--- src/rtl/vga_timing_pkg.sv ---
`default_nettype none
// ============================================================================
// Module      : vga_timing_pkg
// Description : Phase encoding and default 640x480@60 timing for the VGA
//               timing generator.
// Revision    : 1.0 - initial release
// ============================================================================
package vga_timing_pkg;

   typedef enum logic [1:0] {
      SYNC        = 2'b00,
      BACK_PORCH  = 2'b01,
      DISPLAY     = 2'b11,
      FRONT_PORCH = 2'b10
   } phase_t;

   localparam int c_H_ACTIVE = 640;
   localparam int c_H_FP     = 16;
   localparam int c_H_SYNC   = 96;
   localparam int c_H_BP     = 48;
   localparam int c_V_ACTIVE = 480;
   localparam int c_V_FP     = 10;
   localparam int c_V_SYNC   = 2;
   localparam int c_V_BP     = 33;
   localparam int c_PIX_DIV  = 4;

   // Counter width that stays legal when a range holds a single value.
   function automatic int width_of(input int n);
      return (n > 1) ? $clog2(n) : 1;
   endfunction

endpackage
`default_nettype wire

--- src/rtl/vga_axis_fsm.sv ---
`default_nettype none
// ============================================================================
// Module      : vga_axis_fsm
// Description : One timing axis: position counter plus SYNC/BP/DISPLAY/FP
//               phase machine with registered sync, active and position.
// Revision    : 1.0 - initial release
// ============================================================================
module vga_axis_fsm
   import vga_timing_pkg::*;
#(
   parameter int SYNC_LEN = c_H_SYNC,
   parameter int BP_LEN   = c_H_BP,
   parameter int ACT_LEN  = c_H_ACTIVE,
   parameter int FP_LEN   = c_H_FP,
   parameter bit POL      = 1'b0,
   parameter int POS_W    = width_of(ACT_LEN)
) (
   input  logic             clk,
   input  logic             reset,
   input  logic             step,
   output logic             sync,
   output logic             active,
   output logic [POS_W-1:0] pos,
   output logic             wrap
);

   localparam int              c_TOTAL    = SYNC_LEN + BP_LEN + ACT_LEN + FP_LEN;
   localparam int              c_CW       = width_of(c_TOTAL);
   localparam logic [c_CW-1:0] c_SYNC_END = c_CW'(SYNC_LEN - 1);
   localparam logic [c_CW-1:0] c_BP_END   = c_CW'(SYNC_LEN + BP_LEN - 1);
   localparam logic [c_CW-1:0] c_ACT_END  = c_CW'(SYNC_LEN + BP_LEN + ACT_LEN - 1);
   localparam logic [c_CW-1:0] c_LAST     = c_CW'(c_TOTAL - 1);
   localparam logic [c_CW-1:0] c_OFFSET   = c_CW'(SYNC_LEN + BP_LEN);

   phase_t             r_state;
   phase_t             w_state_nxt;
   logic [c_CW-1:0]    r_cnt;
   logic [c_CW-1:0]    w_cnt_nxt;
   logic               r_sync;
   logic               r_active;
   logic [POS_W-1:0]   r_pos;
   logic               w_sync_nxt;
   logic               w_active_nxt;
   logic [POS_W-1:0]   w_pos_nxt;

   assign wrap   = step && (r_cnt == c_LAST);
   assign sync   = r_sync;
   assign active = r_active;
   assign pos    = r_pos;

   always_ff @(posedge clk) begin
      if (reset) begin
         r_state  <= SYNC;
         r_cnt    <= '0;
         r_sync   <= POL;
         r_active <= 1'b0;
         r_pos    <= '0;
      end else begin
         r_state  <= w_state_nxt;
         r_cnt    <= w_cnt_nxt;
         r_sync   <= w_sync_nxt;
         r_active <= w_active_nxt;
         r_pos    <= w_pos_nxt;
      end
   end

   // Outputs are decoded from the next state so they land with the counter.
   always_comb begin
      w_state_nxt = r_state;
      w_cnt_nxt   = r_cnt;
      if (step) begin
         w_cnt_nxt = (r_cnt == c_LAST) ? '0 : r_cnt + 1'b1;
         case (r_state)
            SYNC:        if (r_cnt == c_SYNC_END) w_state_nxt = BACK_PORCH;
            BACK_PORCH:  if (r_cnt == c_BP_END)   w_state_nxt = DISPLAY;
            DISPLAY:     if (r_cnt == c_ACT_END)  w_state_nxt = FRONT_PORCH;
            FRONT_PORCH: if (r_cnt == c_LAST)     w_state_nxt = SYNC;
            default:                              w_state_nxt = SYNC;
         endcase
      end
      w_sync_nxt   = (w_state_nxt == SYNC) ? POL : ~POL;
      w_active_nxt = (w_state_nxt == DISPLAY);
      w_pos_nxt    = w_active_nxt ? POS_W'(w_cnt_nxt - c_OFFSET) : '0;
   end

endmodule
`default_nettype wire

--- src/rtl/vga_timing_gen.sv ---
`default_nettype none
// ============================================================================
// Module      : vga_timing_gen
// Description : VGA sync/blanking generator with pixel-clock divider, frame
//               coordinates and line/frame start pulses.
// Revision    : 1.0 - initial release
// ============================================================================
module vga_timing_gen
   import vga_timing_pkg::*;
#(
   parameter int H_ACTIVE = c_H_ACTIVE,
   parameter int H_FP     = c_H_FP,
   parameter int H_SYNC   = c_H_SYNC,
   parameter int H_BP     = c_H_BP,
   parameter int V_ACTIVE = c_V_ACTIVE,
   parameter int V_FP     = c_V_FP,
   parameter int V_SYNC   = c_V_SYNC,
   parameter int V_BP     = c_V_BP,
   parameter bit H_POL    = 1'b0,
   parameter bit V_POL    = 1'b0,
   parameter int PIX_DIV  = c_PIX_DIV
) (
   input  logic                          clk,
   input  logic                          reset,
   input  logic                          enable,
   output logic                          hsync,
   output logic                          vsync,
   output logic                          video_on,
   output logic [width_of(H_ACTIVE)-1:0] pixel_x,
   output logic [width_of(V_ACTIVE)-1:0] pixel_y,
   output logic                          pix_tick,
   output logic                          line_start,
   output logic                          frame_start
);

   if (H_ACTIVE < 1 || H_FP < 1 || H_SYNC < 1 || H_BP < 1 ||
       V_ACTIVE < 1 || V_FP < 1 || V_SYNC < 1 || V_BP < 1 || PIX_DIV < 1) begin : g_bad_param
      $error("vga_timing_gen: every timing parameter must be at least 1");
   end

   localparam int              c_DW       = width_of(PIX_DIV);
   localparam logic [c_DW-1:0] c_DIV_LAST = c_DW'(PIX_DIV - 1);

   logic [c_DW-1:0] r_div;
   logic            w_tick;
   logic            w_h_wrap;
   logic            w_v_wrap;
   logic            w_h_active;
   logic            w_v_active;
   logic            r_line_start;
   logic            r_frame_start;

   always_ff @(posedge clk) begin
      if (reset) begin
         r_div         <= '0;
         r_line_start  <= 1'b0;
         r_frame_start <= 1'b0;
      end else begin
         if (enable) begin
            r_div <= (r_div == c_DIV_LAST) ? '0 : r_div + 1'b1;
         end
         r_line_start  <= w_h_wrap;
         r_frame_start <= w_v_wrap;
      end
   end

   assign w_tick = enable && (r_div == c_DIV_LAST);

   vga_axis_fsm #(
      .SYNC_LEN (H_SYNC),
      .BP_LEN   (H_BP),
      .ACT_LEN  (H_ACTIVE),
      .FP_LEN   (H_FP),
      .POL      (H_POL),
      .POS_W    (width_of(H_ACTIVE))
   ) u_h_axis (
      .clk    (clk),
      .reset  (reset),
      .step   (w_tick),
      .sync   (hsync),
      .active (w_h_active),
      .pos    (pixel_x),
      .wrap   (w_h_wrap)
   );

   vga_axis_fsm #(
      .SYNC_LEN (V_SYNC),
      .BP_LEN   (V_BP),
      .ACT_LEN  (V_ACTIVE),
      .FP_LEN   (V_FP),
      .POL      (V_POL),
      .POS_W    (width_of(V_ACTIVE))
   ) u_v_axis (
      .clk    (clk),
      .reset  (reset),
      .step   (w_tick && w_h_wrap),
      .sync   (vsync),
      .active (w_v_active),
      .pos    (pixel_y),
      .wrap   (w_v_wrap)
   );

   assign video_on = w_h_active && w_v_active;

   // Pulses are qualified so a freeze or reset never shows a stale pulse.
   assign pix_tick    = w_tick && !reset;
   assign line_start  = r_line_start && enable;
   assign frame_start = r_frame_start && enable;

endmodule
`default_nettype wire

--- config.mk ---
export PLATFORM = sky130hd
export DESIGN_NAME = vga_timing_gen
export DESIGN_NICKNAME = d
export VERILOG_FILES = /design/src/rtl/vga_timing_pkg.sv /design/src/rtl/vga_axis_fsm.sv /design/src/rtl/vga_timing_gen.sv
export SDC_FILE = /design/constraint.sdc
export NUM_CORES = 1
export LEC_CHECK = 0
export CAP_MARGIN = 20
export CORE_UTILIZATION = 45
export CTS_CLUSTER_SIZE = 16
export DETAILED_ROUTE_END_ITERATION = 8
export DONT_BUFFER_PORTS = 1
export MAX_ROUTING_LAYER = met4
export PLACE_DENSITY_LB_ADDON = 0.25
export SYNTH_ARGS = -nofsm -noshare
export SYNTH_HDL_FRONTEND = slang
export SYNTH_HIERARCHICAL = 1
export SYNTH_SLANG_ARGS = --single-unit
--- constraint.sdc ---
create_clock -name clk -period 4.3 [get_ports clk]
set_input_delay 0.215 -clock clk [delete_from_list [all_inputs] [get_ports clk]]
set_output_delay 0.215 -clock clk [all_outputs]
set_load 0.01 [all_outputs]
==> qor.yml, run 1 <==
outcome:
  outcome: "completed"
global_route:
  grt_use_total_pct: 19.0
  use_met3_pct: 3.81
  antenna_found_initial: 0
  top_usage_layer: "met2"
  gr-total-overflow: 0
  grt_max_degree: 26
  grt_pass1_vias: 1792
  grtUsageMet2_pct: 27.1
  grt_pass1_wl_um: 8560
  met1_usage_pct: 26.3
synthesis:
  synth_nets: 285
  synth_edf_count: 0
  synth_area_um2: 2520
  syn-instance-count: 274
  synth_top_area_share_pct: 40.4
  synthFlopType: "dfxtp_1"
  ys_warn_count: 6
  synth-seq-cells: 51
  syn_avg_cell_area_um2: 9.22
  synth_common_cells: "dfxtp_1, nor2_1, nand2_1, xnor2_1, xor2_1"
  synth_most_common_cell: "dfxtp_1"
  synthDistinctLibCells: 63
  synth_top_cell_by_area: "dfxtp_1"
  ys_seq_area_share_pct: 40.4
  ys_async_sr_fraction_pct: 0
  netlist_top_cells_area: "dfxtp_1, nor2_1, xnor2_1, ha_1, xor2_1"
cts:
  cts_tree: "done"
  cts_sinks: 51
  numCtsBuffers: 5
  clock_latency_ns: 0.30
  clk_transition_reported_paths_ns: 0.09
  ctsHtreeMaxLevel: 2
  cts.path.max_buffers: 2
  postCtsSetupBuffers: 0
  cts_root_buf: "clkbuf_8"
flow_run:
  cap_viol_max_count: 0
critical_path:
  path_class: "reg -> reg"
  reg2reg_slack_ns: 0.61
  worstSetupEndpointType: "flop"
  crit_path_max_incr_delay_ns: 0.73
  rr_startpoint: "r_div[0]"
  path_common_cell: "ha_1"
  critPathRequiredTime_ns: 4.54
  rr_endpoint: "u_v_axis/pos[8]"
  worst-r2r-cell-count: 10
  crit_fanout: 10
  path_cells: "ha_1 -> and2_1 -> nand4_1 -> inv_1 -> and3_1 -> mux2_2 -> ha_1 -> or4_2 -> a211oi_1 -> mux2i_1"
  cp_slowest_cell: "or4_2"
  cp-start-kind: "flop"
  cp.arrival_ns: 3.93
floorplan:
  core.rowCount: 26
  dieWidth_um: 76.9
  start_util_pct: 47.9
  dieArea_um2: 5910
  pin_count: 28
  die_h_um: 76.9
  coreArea_um2: 5270
placement:
  io_buffers: 0
  gp_congestion: 0.830
  hpwl_um: 3430
finish:
  syn2layout_area_growth_pct: 4.06
  fillers: 523
  regArea_um2: 1020
  drive_above_1_share_pct: 13.7
  nets: 281
  antennaDiodeCount: 0
  multi_input_area_um2: 1360
detailed_routing:
  routed_via_density: 5.42
  wl_um: 4910
  dr.pass1.iters: 4
  drt-initial-drc-count: 100
  vias: 1843
  wire_per_inst_um: 14.4
  drtAntennaViolNets: 0
  drcViolationCount: 0
power:
  vdd_drop_max_uv: 175
  pwr-share-seq_pct: 58.7
  switching_share_pct: 19.9
  p_clk_share_pct: 40.0
  p_leak_nw: 1.03
  pwr_density_cell_nw_per_um2: 307
  p_switching_w: 0.000161
  combPwrFrac_pct: 1.2
  intPower_w: 0.000647
timing:
  fin_skew_ns: 0.00488
  period_share_pct: 85.9
  hold_viol_final: 0
  slew_viol_final: 0
  rsz0062_at_grt: "no"
  layout_min_cycle_time_ns: 3.69
  finalSetupTns_ns: 0
  fmax_ghz: 0.271
  setup_violations: 0
  tightestPinTransition_ns: 1.02
  whs_ns: 0.0749
  maxSlewHeadroom_pct: 31.8
worst_hold_path:
  hp-class: "in -> reg"
  whs_endpoint: "r_div[1]"
  min_path_cells: 2
  min-delay-start: "enable"
## metrics by stage
step	total power, W	util, %	cell area [um2]	setup WS, ns	std cells
after floorplan	0.000492	-	2520	1.12	274
final	0.000808	49.9	2630	0.606	340
after CTS	0.000822	49.9	2630	0.632	340
after global placement	0.000491	47.6	2510	0.846	332
after global routing	0.000846	49.9	2630	0.311	340
after detailed placement	0.000491	47.6	2510	0.673	332
## logic make-up (layout without fill, tap and decap cells)
group                    after synthesis  in the layout  synth area share, %
XOR/XNOR                              25             25                 8.67
buffers and inverters                 21             17                 5.55
flip-flops                            51             51                 40.4
multiplexers                           5              5                 2.08
AND/OR/NAND/NOR                      126            126                 29.2
AO/OA/AOI/OAI                         38             38                 10.1
adder cells (fa/ha/maj)                8              8                 3.96
## layer usage
metal | up-vias | share of wire (%)
met2 | 52 | 43
met3 | 4 | 4.7
met4 | 0 | 0.94
li1 | 930 | -
met5 | - | 0
met1 | 857 | 51
## area by class of cell
type	count	share of cell area, %
clock inverters	2	1.43
clock buffers	5	2.62
multi-input cells	202	51.9
repair buffers	1	0.381
well taps	70	3.33
flip-flops and latches	51	38.9
inverters	9	1.48
## power by group through the flow
stage	clock network, W	registers, W	logic, W
6_report	0.000323	0.000475	0.0000101
2_1_floorplan	0	0.000485	0.00000701
3_5_place_dp	0	0.000486	0.00000561
5_1_grt	0.000360	0.000475	0.0000113
3_3_place_gp	0	0.000485	0.00000531
4_1_cts	0.000337	0.000475	0.0000103
## critical path: cells and delay by family (launching register included)
kind | cells | cell delay [ns]
simple gates | 4 | 1.75
mux | 2 | 0.62
fa+ha+maj | 2 | 0.43
flops | 1 | 0.38
compound gates | 1 | 0.33
buf+inv | 1 | 0.13
## what timing repair did
item | CTS | global route
hold buffers | 1 | 0
endpoints found under the hold margin | 25 | 0
resized for setup | 0 | 0
## how the worst max path moves through the flow
stage                                 start               to  slack [ns]  cells after the start
after floorplan                    r_div[0]  u_v_axis/pos[8]        1.12                     14
after global placement    u_h_axis/r_cnt[0]  u_v_axis/pos[8]        0.85                     10
after detailed placement           r_div[0]  u_v_axis/pos[8]        0.67                     10
after CTS                          r_div[0]  u_v_axis/pos[8]        0.63                     10
after global routing               r_div[0]  u_v_axis/pos[8]        0.31                     10
final                              r_div[0]  u_v_axis/pos[8]        0.61                     10
## registers in the layout (all words and copies together) (netlist names)
register,cells
u_h_axis/sync,1
r_frame_start,1
u_v_axis/active,1
u_h_axis/r_state,2
u_h_axis/active,1
u_v_axis/sync,1
u_v_axis/pos,9
r_line_start,1
u_h_axis/pos,10
u_v_axis/r_cnt,10
u_h_axis/r_cnt,10
u_v_axis/r_state,2
r_div,2
## placed cells by master (no fill, tap or decap), types with 6 or more instances in the layout
| cell type | n |
|---|---|
| o21ai_0 | 8 |
| nor3_1 | 9 |
| xor2_1 | 11 |
| ha_1 | 8 |
| a21oi_1 | 10 |
| xnor2_1 | 14 |
| nor2_1 | 33 |
| and2_1 | 8 |
| nand2_1 | 21 |
| inv_1 | 6 |
| dfxtp_1 | 51 |
| nand3_1 | 9 |
Power figures use the tool's default switching activity.
==> run 2, diff against run 1 <==
--- a/config.mk
+++ b/config.mk
@@ -11,7 +11,7 @@
 export DETAILED_ROUTE_END_ITERATION = 8
 export DONT_BUFFER_PORTS = 1
 export MAX_ROUTING_LAYER = met4
-export PLACE_DENSITY_LB_ADDON = 0.25
+export PLACE_DENSITY_LB_ADDON = 0.3
 export SYNTH_ARGS = -nofsm -noshare
 export SYNTH_HDL_FRONTEND = slang
 export SYNTH_HIERARCHICAL = 1
==> run 2 against run 1 <==
  * Worst hold slack lost 0.0016 ns
  * Largest cell class unchanged
  * Utilization grew 0.29 points
  * Die area is the same
  * Sequential share of layout area shrank 0.22 points
  * Cell count grew 0.29%
  * Clock skew grew 0.0017 ns
  * Register-to-register slack gained 0.13 ns
  * Non-clock buffer count is the same
  * Cell area grew 0.57%
==> qor.yml, run 2 (synthesis gave the netlist of run 1 again) <==
outcome:
  outcome: "completed"
global_route:
  antenna_found_initial: 0  # unchanged
  gr-total-overflow: 0  # unchanged
  grt_max_degree: 26  # unchanged
  grt_pass1_wl_um: 8220  # -4.0%
  grt_pass1_vias: 1673  # -6.6%
  grt_use_total_pct: 17.8  # -1.2 points
placement:
  io_buffers: 0  # unchanged
  gp_congestion: 0.863  # +4.0%
  hpwl_um: 3400  # -0.76%
critical_path:
  crit_fanout: 10  # unchanged
  path_delay_family: "simple AND/OR/NAND/NOR gates"
  crit_path_max_incr_delay_ns: 0.72  # about the same
  cp-start-kind: "flop"
  reg2reg_slack_ns: 0.73  # +0.13 ns
  rr_startpoint: "u_h_axis/r_cnt[0]"
  critPathRequiredTime_ns: 4.53  # about the same
  path_common_cell: "ha_1"
  worstSetupEndpointType: "flop"
  cp_slowest_cell: "or4_2"
  cp.arrival_ns: 3.80  # -0.13 ns
  path_cells: "ha_1 -> and4_2 -> nand4_1 -> inv_1 -> and3_1 -> mux2_2 -> ha_1 -> or4_2 -> a211oi_1 -> mux2i_1"
  cp_num_buf_inv: 1  # unchanged
  rr_endpoint: "u_v_axis/pos[8]"
  startpoint: "u_h_axis/r_cnt[0]"
  critPathCapture: "u_v_axis/pos[8]"
  worst-r2r-cell-count: 10  # unchanged
  path_class: "reg -> reg"
  cp.depth: 10  # unchanged
finish:
  syn2layout_area_growth_pct: 4.66
  nets: 281  # unchanged
  fillers: 526  # +0.57%
  drive_above_1_share_pct: 14.0  # +0.32 points
  final_cell_mix: "dfxtp_1, nor2_1, nand2_1"
  final_common_cell: "dfxtp_1"
  antennaDiodeCount: 0  # unchanged
  post-route-util_pct: 50.1  # +0.29 points
  regArea_um2: 1020  # unchanged
  multi_input_area_um2: 1360  # unchanged
timing:
  rsz0062_at_grt: "no"
  fin_skew_ns: 0.00662  # +0.00174 ns
  setup_violations: 0  # unchanged
  fmax_ghz: 0.280  # +3.5%
  maxSlewHeadroom_pct: 33.0  # +1.2 points
  layout_min_cycle_time_ns: 3.57  # -0.125 ns
  slew_viol_final: 0  # unchanged
  hold_viol_final: 0  # unchanged
  finalSetupTns_ns: 0  # unchanged
  period_share_pct: 83.0  # -2.9 points
  tightestPinTransition_ns: 1.00  # -0.0175 ns
  whs_ns: 0.0734  # -0.00157 ns
flow_run:
  cap_viol_max_count: 0  # unchanged
cts:
  cts_root_buf: "clkbuf_8"
  cts.path.max_buffers: 2  # unchanged
  cts_tree: "done"
  clock_latency_ns: 0.30  # about the same
  cts_sinks: 51  # unchanged
  clk_transition_reported_paths_ns: 0.09  # about the same
  numCtsBuffers: 5  # unchanged
  ctsHtreeMaxLevel: 2  # unchanged
  postCtsSetupBuffers: 0  # unchanged
detailed_routing:
  drtAntennaViolNets: 0  # unchanged
  wire_per_inst_um: 13.8  # -4.6%
  wl_um: 4700  # -4.3%
  drt-initial-drc-count: 109  # +9.0%
  drcViolationCount: 0  # unchanged
  dr.pass1.iters: 4  # unchanged
  routed_via_density: 5.38  # -0.78%
  vias: 1834  # -0.49%
floorplan:
  core.rowCount: 26  # unchanged
  dieWidth_um: 76.9  # unchanged
  coreArea_um2: 5270  # unchanged
  start_util_pct: 47.9  # unchanged
  pin_count: 28  # unchanged
  dieArea_um2: 5910  # unchanged
  die_h_um: 76.9  # unchanged
power:
  vdd_drop_max_uv: 223  # +28%
  pwr_density_cell_nw_per_um2: 316  # +2.6%
  p_leak_nw: 1.04  # +1.1%
worst_hold_path:
  min-delay-start: "enable"
  hp-class: "in -> reg"
==> run 2: cell count changes in the layout (fill, tap and decap cells not counted) <==
cell / previous run / this run
inv_6: 0 / 1
clkbuf_8: 5 / 6
clkinvlp_4: 1 / 0
==> run 2: power by group <==
group,internal [W],switching (W)
clock network,0.000191,0.000158
registers,0.000473,0.00000106
logic,0.00000342,0.00000652
total,0.000668,0.000166
==> run 2: cell type report <==
| class | count | share of cell area (%) |
|---|---|---|
| repair buffers | 1 | 0.379 |
| flip-flops and latches | 51 | 38.6 |
| well taps | 70 | 3.31 |
| clock inverters | 2 | 1.47 |
| clock buffers | 6 | 3.13 |
| inverters | 9 | 1.47 |
| multi-input cells | 202 | 51.6 |
==> run 2: metal layers <==
metal	global-route usage (%)	wire [um]	up-vias
met4	4.62	56	0
met3	4.05	181	5
met2	25.0	1950	33
li1	-	-	938
met5	-	0	-
met1	25.3	2500	858
==> run 2: worst min path at each step <==
stage                          end  slack, ns  cells after the start
after floorplan           r_div[0]       0.28                      1
after global placement    r_div[0]       0.29                      1
after detailed placement  r_div[0]       0.29                      1
after CTS                 r_div[1]       0.07                      2
after global routing      r_div[1]       0.07                      2
final                     r_div[1]       0.07                      2
==> run 2: timing repair <==
item | in CTS | in global routing
gates resized for setup | 0 | 0
endpoints found under the hold margin | 25 | 0
setup endpoints to repair | 0 | 0
hold buffers | 1 | 0
==> run 2: stage by stage <==
step / cells / setup slack, ns / total power [W] / cell area (um2)
2_1_floorplan: 274 / 1.12 / 0.000492 / 2520
3_3_place_gp: 332 / 0.890 / 0.000491 / 2510
3_5_place_dp: 332 / 0.742 / 0.000491 / 2510
4_1_cts: 341 / 0.709 / 0.000844 / 2640
5_1_grt: 341 / 0.499 / 0.000868 / 2640
6_report: 341 / 0.731 / 0.000834 / 2640
==> run 3, diff against run 2 <==
--- a/config.mk
+++ b/config.mk
@@ -5,6 +5,7 @@
 export SDC_FILE = /design/constraint.sdc
 export NUM_CORES = 1
 export LEC_CHECK = 0
+export ABC_AREA = 1
 export CAP_MARGIN = 20
 export CORE_UTILIZATION = 45
 export CTS_CLUSTER_SIZE = 16
==> constraint.sdc (replaced) <==
create_clock -name clk -period 3.5 [get_ports clk]
set_input_delay 0.175 -clock clk [delete_from_list [all_inputs] [get_ports clk]]
set_output_delay 0.175 -clock clk [all_outputs]
set_load 0.01 [all_outputs]
==> run 3 against run 2 <==
  * Non-clock buffer count up 1
  * Count of clock-buffer cells in the layout down 1
  * Global-route usage up 0.78 points
  * Clock power up 21%
  * Cell area up 3.6%
  * First-iteration DRC count down 17%
  * Combinational power up 38%
  * Critical endpoint is now u_v_axis/pos[7]
  * Highest routed layer unchanged
==> qor.yml, run 3 <==
outcome:
  outcome: "completed"
finish:
  syn2layout_area_growth_pct: 7.79
  final_cell_area_um2: 2740  # +3.6%
  antennaDiodeCount: 0  # unchanged
  final_common_cell: "nand2_1"
  multi_input_area_um2: 1280  # -5.8%
  drive_above_1_share_pct: 16.7  # +2.7 points
  nets: 363  # +29%
  fillers: 523  # -0.57%
  regArea_um2: 1020  # unchanged
  post-route-util_pct: 51.9  # +1.8 points
  final_cell_mix: "nand2_1, nor2_1, dfxtp_1"
synthesis:
  synth_common_cells: "nand2_1, nor2_1, dfxtp_1, inv_1, nand3_1"
  synth_top_area_share_pct: 40.2  # -0.22 points
  synthFlopType: "dfxtp_1"
  ys_seq_area_share_pct: 40.2  # -0.22 points
  ys_async_sr_fraction_pct: 0  # unchanged
  netlist_top_cells_area: "dfxtp_1, nand2_1, nor2_1, inv_1, nand3_1"
  synth_top_cell_by_area: "dfxtp_1"
  synth_edf_count: 0  # unchanged
  syn-instance-count: 347  # +27%
  syn_avg_cell_area_um2: 7.32  # -21%
  synth_area_um2: 2540  # +0.55%
  synth-seq-cells: 51  # unchanged
  ys_warn_count: 6  # unchanged
  synthDistinctLibCells: 33  # -48%
  synth_most_common_cell: "nand2_1"
  synth_nets: 358  # +26%
global_route:
  grt_use_total_pct: 18.5  # +0.78 points
  grt_max_degree: 26  # unchanged
  grt_pass1_wl_um: 8580  # +4.4%
  gr-total-overflow: 0  # unchanged
  grt_pass1_vias: 1917  # +15%
  antenna_found_initial: 0  # unchanged
detailed_routing:
  drt-initial-drc-count: 91  # -17%
  wl_um: 4870  # +3.7%
  dr.pass1.iters: 4  # unchanged
  drtAntennaViolNets: 0  # unchanged
  vias: 2064  # +13%
  drcViolationCount: 0  # unchanged
  wire_per_inst_um: 11.5  # -16%
  routed_via_density: 4.88  # -9.3%
placement:
  hpwl_um: 3580  # +5.4%
  dpl_cell_area_um2: 2610  # +4.0%
  io_buffers: 0  # unchanged
  gp_congestion: 0.846  # -1.9%
timing:
  rsz0062_at_grt: "no"
  period_share_pct: 76.7  # -6.3 points
  hold_viol_final: 0  # unchanged
  fin_skew_ns: 0.0103  # +0.00369 ns
  finalSetupTns_ns: 0  # unchanged
  whs_ns: 0.00987  # -0.0635 ns
  slew_viol_final: 0  # unchanged
  fmax_ghz: 0.373  # +33%
  tightestPinTransition_ns: 0.932  # -0.0700 ns
  layout_min_cycle_time_ns: 2.68  # -0.886 ns
  setup_violations: 0  # unchanged
  maxSlewHeadroom_pct: 37.6  # +4.7 points
critical_path:
  critPathRequiredTime_ns: 3.71  # -0.82 ns
  reg2reg_slack_ns: 0.82  # +0.09 ns
  worstSetupEndpointType: "flop"
  rr_startpoint: "r_div[0]"
  cp.arrival_ns: 2.89  # -0.91 ns
  worst-r2r-cell-count: 19  # +9
  cp-start-kind: "flop"
  path_class: "reg -> reg"
  rr_endpoint: "u_v_axis/pos[7]"
  crit_fanout: 12  # +2
floorplan:
  dieWidth_um: 77.1  # +0.27%
  core.rowCount: 26  # unchanged
  start_util_pct: 48.2  # +0.26 points
  pin_count: 28  # unchanged
  dieArea_um2: 5950  # +0.53%
  coreArea_um2: 5270  # unchanged
  die_h_um: 77.1  # +0.27%
power:
  combPwrFrac_pct: 1.3  # about the same
  p_leak_nw: 1.25  # +20%
  finalPower_w: 0.00102  # +22%
  p_clk_share_pct: 41.4  # -0.5 points
  switching_share_pct: 21.3  # +1.5 points
  pwr_density_cell_nw_per_um2: 372  # +18%
  pwr-share-seq_pct: 57.3  # +0.4 points
  intPower_w: 0.000802  # +20%
  vdd_drop_max_uv: 215  # -3.4%
  p_switching_w: 0.000217  # +31%
worst_hold_path:
  hp-class: "in -> reg"
  whs_endpoint: "r_div[0]"
  min-delay-start: "enable"
  min_path_cells: 2  # unchanged
cts:
  numCtsBuffers: 5  # unchanged
  clock_latency_ns: 0.31  # about the same
  cts_sinks: 51  # unchanged
  cts_root_buf: "clkbuf_8"
  postCtsSetupBuffers: 0  # unchanged
  clk_transition_reported_paths_ns: 0.09  # about the same
  cts.path.max_buffers: 2  # unchanged
  ctsHtreeMaxLevel: 2  # unchanged
  cts_tree: "done"
flow_run:
  cap_viol_max_count: 0  # unchanged
-- run 3: cell types whose count changed after synthesis, sizes merged, moves of 5 or more --
cell / delta
and2: -11
buf: -5
inv: +47
nand2: +61
nand3: +14
nand4: +7
nor2: +33
nor2b: -5
nor3: -6
xnor2: -14
-- run 3: final cells by class --
type | count | area share [%]
Sequential cell | 51 | 37.3
Timing Repair Buffer | 2 | 0.640
Tap cell | 70 | 3.20
Inverter | 56 | 7.68
Multi-Input combinational cell | 236 | 47.0
Clock inverter | 3 | 1.69
Clock buffer | 5 | 2.51
-- run 3: kinds of logic (layout without fill, tap and decap cells) --
family / count (synthesis) / after routing / synth area share (%)
compound gates: 25 / 25 / 5.47
xor+xnor: 7 / 7 / 2.42
fa+ha+maj: 8 / 8 / 3.94
buf+inv: 60 / 66 / 9.17
flops: 51 / 51 / 40.2
simple gates: 196 / 196 / 38.8
-- run 3: critical path: stages, from the launching register on --
cell      delay, ns
dfxtp_1        0.37
ha_1           0.18
nand2_1        0.11
inv_1          0.19
nand4_2        0.24
inv_1          0.11
inv_1          0.05
nor2_1         0.10
buf_4          0.21
nand3_1        0.10
nor2_2         0.21
inv_1          0.07
nand2_1        0.08
inv_2          0.05
nand2_4        0.08
nand2_4        0.07
a21boi_1       0.17
nand3_1        0.09
nand2_1        0.07
nor2_1         0.04
-- run 3: per-layer routing --
layer | part of all wire (%) | GRT usage, % | up-vias
met5 | 0 | - | -
met4 | 1.3 | 5.09 | 0
met3 | 2.6 | 5.00 | 8
met2 | 50 | 30.9 | 30
met1 | 46 | 22.0 | 939
li1 | - | - | 1087
-- run 3: how the worst max path moves through the flow --
stage / start / endpoint / slack, ns / depth (start not counted)
final: r_div[0] / u_v_axis/pos[7] / 0.82 / 19
after global routing: u_h_axis/r_cnt[0] / u_v_axis/pos[6] / 0.54 / 20
after CTS: r_div[0] / u_v_axis/pos[7] / 0.86 / 19
after detailed placement: r_div[0] / u_v_axis/pos[7] / 0.89 / 19
after global placement: r_div[0] / u_v_axis/pos[6] / 0.96 / 17
after floorplan: u_h_axis/r_cnt[0] / u_v_axis/pos[6] / 1.09 / 20
-- run 3: what timing repair did --
item	4_1_cts	5_1_grt
resized for setup	0	0
endpoints found under the hold margin	25	0
hold buffers	1	0
-- run 3: through the flow --
stage | instances | worst slack (ns)
2_1_floorplan | 347 | 1.09
3_3_place_gp | 414 | 0.962
3_5_place_dp | 414 | 0.893
4_1_cts | 423 | 0.858
5_1_grt | 423 | 0.535
6_report | 423 | 0.817
-- run 3: power groups by stage --
| stage | clock network (W) | logic [W] | registers, W |
|---|---|---|---|
| 6_report | 0.000421 | 0.0000137 | 0.000584 |
| 5_1_grt | 0.000460 | 0.0000157 | 0.000584 |
| 4_1_cts | 0.000434 | 0.0000139 | 0.000584 |
| 3_5_place_dp | 0 | 0.00000849 | 0.000597 |
| 3_3_place_gp | 0 | 0.00000804 | 0.000597 |
| 2_1_floorplan | 0 | 0.00000983 | 0.000597 |
